## src/rtl/keypad_scanner.sv

```systemverilog
// 4x4 matrix keypad scanner: synchronises the rows, scans the columns, debounces
// single-key presses and queues their 4-bit codes for the MMIO Keypad word.
module keypad_scanner #(
   parameter int SCAN_DIV       = 50000,
   parameter int DEBOUNCE_SCANS = 4,
   parameter int FIFO_DEPTH     = 4
) (
   input  logic        data_clk,
   input  logic        rst,
   input  logic [3:0]  kp_row,
   output logic [3:0]  kp_col,
   input  logic        pop,
   input  logic        clr,
   output logic [31:0] key_word,
   output logic        key_pressed
);

   localparam int DIV_W = (SCAN_DIV > 1) ? $clog2(SCAN_DIV) : 1;
   localparam logic [DIV_W-1:0] DIV_LAST = DIV_W'(SCAN_DIV - 1);
   localparam int CNT_W = $clog2(DEBOUNCE_SCANS + 1);
   localparam logic [CNT_W-1:0] CNT_LAST = CNT_W'(DEBOUNCE_SCANS);
   localparam logic [CNT_W-1:0] CNT_ONE  = CNT_W'(1);
   localparam bit ONE_SCAN = (DEBOUNCE_SCANS == 1);
   localparam int PTR_W = $clog2(FIFO_DEPTH);
   localparam logic [3:0] DEPTH_C = 4'(FIFO_DEPTH);

   typedef enum logic [1:0] {S_IDLE, S_CAND, S_HELD, S_REL} state_t;

   function automatic logic [3:0] key_code(input logic [3:0] idx);
      logic [3:0] c;
      case (idx)
         4'd0:  c = 4'h1;  4'd1:  c = 4'h2;  4'd2:  c = 4'h3;  4'd3:  c = 4'hA;
         4'd4:  c = 4'h4;  4'd5:  c = 4'h5;  4'd6:  c = 4'h6;  4'd7:  c = 4'hB;
         4'd8:  c = 4'h7;  4'd9:  c = 4'h8;  4'd10: c = 4'h9;  4'd11: c = 4'hC;
         4'd12: c = 4'hE;  4'd13: c = 4'h0;  4'd14: c = 4'hF;  default: c = 4'hD;
      endcase
      return c;
   endfunction

   function automatic logic [3:0] onehot_idx(input logic [15:0] v);
      logic [3:0] i;
      i = '0;
      for (int k = 0; k < 16; k++)
         if (v[k]) i = 4'(k);
      return i;
   endfunction

   logic [3:0]       row_p0, row_p1;
   logic [3:0]       rows;
   logic [DIV_W-1:0] div;
   logic [1:0]       col;
   logic [15:0]      raw;
   logic             scan_end;

   state_t           state, state_nx;
   logic [3:0]       cand, cand_nx;
   logic [CNT_W-1:0] cnt, cnt_nx, cnt_inc;
   logic             cnt_done, raw_onehot, cand_on, cand_only;
   logic             push, key_pressed_nx;
   logic [3:0]       push_code;

   logic [3:0]       mem [FIFO_DEPTH];
   logic [PTR_W-1:0] wr_ptr, rd_ptr;
   logic [3:0]       count;
   logic             overflow, fifo_empty, fifo_full, do_push, do_pop;
   logic [3:0]       head_code;
   logic [2:0]       count_field;

   // Stage p0/p1: two-flop row synchroniser; rows idle high so reset to all ones
   always_ff @(posedge data_clk or posedge rst) begin
      if (rst) begin
         row_p0 <= 4'hF;
         row_p1 <= 4'hF;
      end else begin
         row_p0 <= kp_row;
         row_p1 <= row_p0;
      end
   end

   assign rows = ~row_p1;

   // Column scan: latch the driven column at terminal count, strobe after column 3
   always_ff @(posedge data_clk or posedge rst) begin
      if (rst) begin
         div      <= '0;
         col      <= 2'd0;
         raw      <= '0;
         scan_end <= 1'b0;
      end else begin
         scan_end <= 1'b0;
         if (div == DIV_LAST) begin
            div <= '0;
            for (int r = 0; r < 4; r++)
               raw[r*4 + int'(col)] <= rows[r];
            col      <= col + 2'd1;
            scan_end <= (col == 2'd3);
         end else begin
            div <= div + 1'b1;
         end
      end
   end

   assign kp_col = ~(4'b0001 << col);

   assign raw_onehot = (raw != 16'd0) && ((raw & (raw - 16'd1)) == 16'd0);
   assign cand_on    = raw[cand];
   assign cand_only  = (raw == (16'd1 << cand));
   assign cnt_inc    = cnt + CNT_ONE;
   assign cnt_done   = (cnt_inc == CNT_LAST);

   always_ff @(posedge data_clk or posedge rst) begin
      if (rst) begin
         state       <= S_IDLE;
         cand        <= 4'd0;
         cnt         <= '0;
         key_pressed <= 1'b0;
      end else begin
         state       <= state_nx;
         cand        <= cand_nx;
         cnt         <= cnt_nx;
         key_pressed <= key_pressed_nx;
      end
   end

   always_comb begin
      state_nx = state;
      cand_nx  = cand;
      cnt_nx   = cnt;
      if (scan_end) begin
         case (state)
            S_IDLE: if (raw_onehot) begin
               cand_nx  = onehot_idx(raw);
               cnt_nx   = CNT_ONE;
               state_nx = ONE_SCAN ? S_HELD : S_CAND;
            end
            S_CAND: if (cand_only) begin
               cnt_nx = cnt_inc;
               if (cnt_done) state_nx = S_HELD;
            end else begin
               state_nx = S_IDLE;
            end
            S_HELD: if (!cand_on) begin
               cnt_nx   = CNT_ONE;
               state_nx = ONE_SCAN ? S_IDLE : S_REL;
            end
            default: if (cand_on) begin
               state_nx = S_HELD;
            end else begin
               cnt_nx = cnt_inc;
               if (cnt_done) state_nx = S_IDLE;
            end
         endcase
      end
   end

   always_comb begin
      push = scan_end && (((state == S_IDLE) && raw_onehot && ONE_SCAN) ||
                          ((state == S_CAND) && cand_only && cnt_done));
      push_code      = key_code(cand_nx);
      key_pressed_nx = (state_nx == S_HELD) || (state_nx == S_REL);
   end

   // FIFO: decisions taken against the pre-cycle occupancy
   assign fifo_empty = (count == 4'd0);
   assign fifo_full  = (count == DEPTH_C);
   assign do_pop     = pop && !fifo_empty;
   assign do_push    = push && (!fifo_full || do_pop);

   always_ff @(posedge data_clk or posedge rst) begin
      if (rst) begin
         wr_ptr   <= '0;
         rd_ptr   <= '0;
         count    <= 4'd0;
         overflow <= 1'b0;
      end else if (clr) begin
         wr_ptr   <= '0;
         rd_ptr   <= '0;
         count    <= 4'd0;
         overflow <= 1'b0;
      end else begin
         if (do_push) wr_ptr <= wr_ptr + 1'b1;
         if (do_pop)  rd_ptr <= rd_ptr + 1'b1;
         case ({do_push, do_pop})
            2'b10:   count <= count + 4'd1;
            2'b01:   count <= count - 4'd1;
            default: count <= count;
         endcase
         if (push && !do_push) overflow <= 1'b1;
      end
   end

   always_ff @(posedge data_clk) begin
      if (do_push && !clr) mem[wr_ptr] <= push_code;
   end

   assign head_code   = fifo_empty ? 4'h0 : mem[rd_ptr];
   assign count_field = (count > 4'd7) ? 3'd7 : count[2:0];
   assign key_word    = {!fifo_empty, overflow, 19'b0, count_field, 4'b0, head_code};

endmodule

```

## config.mk

```make
export PLATFORM = sky130hd
export DESIGN_NAME = keypad_scanner
export DESIGN_NICKNAME = d
export VERILOG_FILES = /design/src/rtl/keypad_scanner.sv
export SDC_FILE = /design/constraint.sdc
export NUM_CORES = 1
export LEC_CHECK = 0
export BUFFER_PORTS_ARGS = -buffer_cell sky130_fd_sc_hd__clkbuf_2
export CAP_MARGIN = 20
export CORE_ASPECT_RATIO = 0.5
export CORE_UTILIZATION = 61
export DETAILED_ROUTE_END_ITERATION = 12
export PLACE_DENSITY = 0.93
export SYNTH_ARGS = -nofsm -noshare
export SYNTH_HDL_FRONTEND = slang
export SYNTH_SLANG_ARGS = --single-unit
```

## constraint.sdc

```tcl
create_clock -name data_clk -period 10.55 [get_ports data_clk]
set_clock_uncertainty 0.1 [all_clocks]
set_input_delay 0.5275 -clock data_clk [delete_from_list [all_inputs] [get_ports data_clk]]
set_output_delay 0.5275 -clock data_clk [all_outputs]
set_load 0.005 [all_outputs]
```

==> summary.md <==
| Metric | Value |
|---|---|
| Initial DRC count | 337 |
| Pwr dens | 125 nW/um2 |
| Tmin final | 4.08 ns |
| FF-to-FF End | count[3] |
| Synth Area in XOR/XNOR | 3.80% |
| FMAX | 245 MHz |
| VDD IR max | 109 uV |
| GRT Residual Overflow | 0 |
| Flops & latches, synth | 78 |
| Diode count | 0 |
| DRT Wirelength | 8820 um |
| Final Max Slew Viols | 0 |
| R2R Setup Slk | 6.47 ns |
| Synth Area in Compound Gates | 11.1% |
| Worst setup path category | register to register |
| Worst Max-Slew Pin Slew | 0.863 ns |
| Starting Density | 64.6% |
| Die Wd | 128 um |
| Worst setup endpoint | count[3] |
| Row Count | 22 |
| Commonest register cell after synthesis | dfrtp_1 |
| GRT Overall Usage | 23.8% |
| DRT Pass-1 Iters | 4 |
| Final instance area | 5100 um2 |
| Final Hold Violating Endpoints | 0 |
| Max transition margin | 42.4% |
| Largest net degree at the start of global routing | 63 |
| Final TNS setup | 0 ns |
| Synth unique cells | 74 |
| Die area | 8310 um2 |
| CORE AREA | 7490 um2 |
| Post-cts gate resize count | 0 |
| Via Count | 3413 |
| Largest family of logic cells by synthesized area | simple AND/OR/NAND/NOR gates |
| Share of layout cells above drive strength 1 | 17.4% |
| Drt drc | 0 |
| Yosys warning count | 0 |
| Max-cap viol count | 0 |
| Synth-to-Final Area Change | 5.51% |
| Area contributors post-synth | dfrtp_1 28%, edfxtp_1 9.9%, buf_4 4.8%, ha_1 4.7%, dfstp_2 4.3% |
| Area of the mapped netlist | 4830 um2 |
| Status | finished, final reports clean |
| First-pass GRT wire length | 15200 um |
| Post-Synth Adder-Cell Area | 5.28% |
| HPWL Detailed | 5970 um |
| CP Launch Point | cand[0] |
| Final Cycle Share | 38.6% |
| TritonCTS clock tree | done |
| Mux contribution to synthesized area | 7.95% |
| Critical Path Fanout Max | 28 |
| Ports | 45 |
| Max Buffers Root-to-Sink | 2 |
| Buffers on Ports | 21 |
| GP Congestion | 0.840 |
| Clock slew at reported path FFs | 0.06 ns |
| Leading area contributor after synthesis | dfrtp_1 |
| WP data arrival | 4.20 ns |
| RSZ-0062 raised after global routing | false |
| Number of synthesized flops with an enable pin | 16 |
| Gate Count Post-Synth | 475 |
| Synth Area in Simple Gates | 20.2% |
| Nets@finish | 498 |
| Area after DPL | 4790 um2 |
| Filler instances | 549 |
| Initial antenna violation count | 0 |
| Post-synthesis sequential area ratio | 42.2% |
| Skew-Pair Late Insertion Delay | 0.34 ns |
| DR vias/cell | 5.84 |
| Worst Reg-to-Reg Cells | 12 |
| Sink Count | 78 |
| Die Ht | 65.0 um |
| Vias in the first global route | 3169 |
| Type of the worst min-delay path | input pin to register |
| Root buffer cell | clkbuf_16 |
| Setup violations, final | 0 |
| Crit path capture type | register |
| Total CTS buffers | 9 |
| H-tree lvl count | 3 |
| Share of Yosys cell area claimed by the top area cell type | 28.0% |
| Hold_buf cts | 0 |
| DRT antenna net count | 0 |
| Crit path required time | 10.67 ns |
| Syn avg cell area | 10.2 um2 |
| R2r startpoint | cand[0] |
| Async SR Flop Fraction | 79.5% |
| Setup Buffers After CTS | 0 |
| Leak | 0.00231 uW |
| Critical path startpoint category | register |
| DR WL/cell | 15.1 um |
==> worst min-delay path by stage <==
stage | start | to | slack (ns) | cells past startpoint
final | kp_row[3] | row_p0[3] | 0.17 | 1
after global routing | kp_row[1] | row_p0[1] | 0.16 | 1
after CTS | kp_row[3] | row_p0[3] | 0.16 | 1
after detailed placement | row_p0[3] | row_p1[3] | 0.25 | 0
after global placement | row_p0[2] | row_p1[2] | 0.25 | 0
after floorplan | row_p0[0] | row_p1[0] | 0.25 | 0
==> cell usage in the layout (no fill, tap or decap), drive strengths merged, types with 4 or more instances in the layout <==
master  synthesis  final
a21oi          29     29
dfstp           8      8
xnor2           9      9
conb            1     23
edfxtp         16     16
and4b           5      5
mux2i           9      9
or4             6      6
xor2           12     12
inv            21     21
and2           12     12
nand3          16     16
dfrtp          54     54
nand2b          4      4
mux4            9      9
or2             7      7
and3            4      4
mux2            6      6
clkbuf         19     34
nor3b           9      9
nor3            8      8
o21ai          16     16
nand2          20     20
nor4b           5      5
a21o            4      4
nor4            4      4
nor2b           7      7
nor2           51     51
ha             18     18
or3             6      6
==> flip-flops by register name (all words and copies together) (netlist names) <==
register / cells
scan_end: 1
col: 2
row_p1: 4
count: 4
mem: 16
key_pressed: 1
state: 2
cand: 4
row_p0: 4
rd_ptr: 2
overflow: 1
cnt: 3
div: 16
raw: 16
wr_ptr: 2
==> cell usage after synthesis, types with 3 or more instances <==
cell      instances
nor4b_1           4
nand2_1          20
or2_2             7
ha_1             18
nand2b_1          4
or3_1             6
xor2_1           12
buf_2             4
nor3_1            7
o21ai_0          14
inv_1            20
dfstp_2           8
buf_4            31
o32ai_1           3
mux4_2            8
or4_1             3
edfxtp_1         16
a21oi_1          29
xnor2_1           9
a21o_2            3
mux2_2            5
nand3_1          15
and2_1           11
nor2b_1           7
dfrtp_1          54
clkbuf_1         18
buf_6             3
and4b_1           5
nand4_1           3
nor2_1           51
nor4_1            4
nor3b_1           9
and3_1            4
mux2i_1           7
==> logic make-up after synthesis <==
family	after synthesis
other cells	1
buf+inv	80
mux	24
simple gates	172
flops	78
xor+xnor	21
compound gates	79
fa+ha+maj	20
==> area by class of cell <==
class / instances / area (um2) / area share [%]
clock buffer: 13 / 272 / 5.32
timing repair buffer: 22 / 113 / 2.21
tap: 108 / 135 / 2.65
clock inverter: 3 / 40.0 / 0.785
inverter: 21 / 78.8 / 1.55
sequential: 78 / 2040 / 40.0
multi-input combinational: 339 / 2420 / 47.5
==> power breakdown <==
group	total [uW]	internal [uW]	switching [uW]
combinational	8.64	1.30	7.34
sequential	311	310	1.08
clock	319	203	116
total	639	514	125
==> routing by layer <==
metal	up-vias	share of wire (%)	GRT usage (%)
met1	1648	46	32.4
met5	-	0	0
met2	128	46	36.5
met3	17	6.7	6.28
met4	0	1.6	9.85
li1	1620	-	-
==> stage by stage <==
stage          utilization [%]  cells  hold WS (ns)  worst slack [ns]  total power, uW
4_1_cts                   68.1    584         0.162              6.49              644
5_1_grt                   68.1    584         0.165              6.18              659
2_1_floorplan                -    497         0.245              7.20              328
6_report                  68.1    584         0.167              6.47              639
3_3_place_gp              64.0    568         0.245              6.70              325
3_5_place_dp              64.0    568         0.247              6.55              325
==> worst max-delay path, stage by stage (launching register included) <==
cell and delay, ns:
dfrtp_1 0.90, nor3b_1 0.34, mux2_2 0.37, o21ai_0 0.23
nand4_1 0.19, or3_1 0.46, and2_1 0.20, ha_1 0.29
a21o_1 0.15, a21oi_1 0.19, nand3_1 0.10, o31ai_1 0.09
mux2_2 0.36
(Power assumes the default switching activity.)
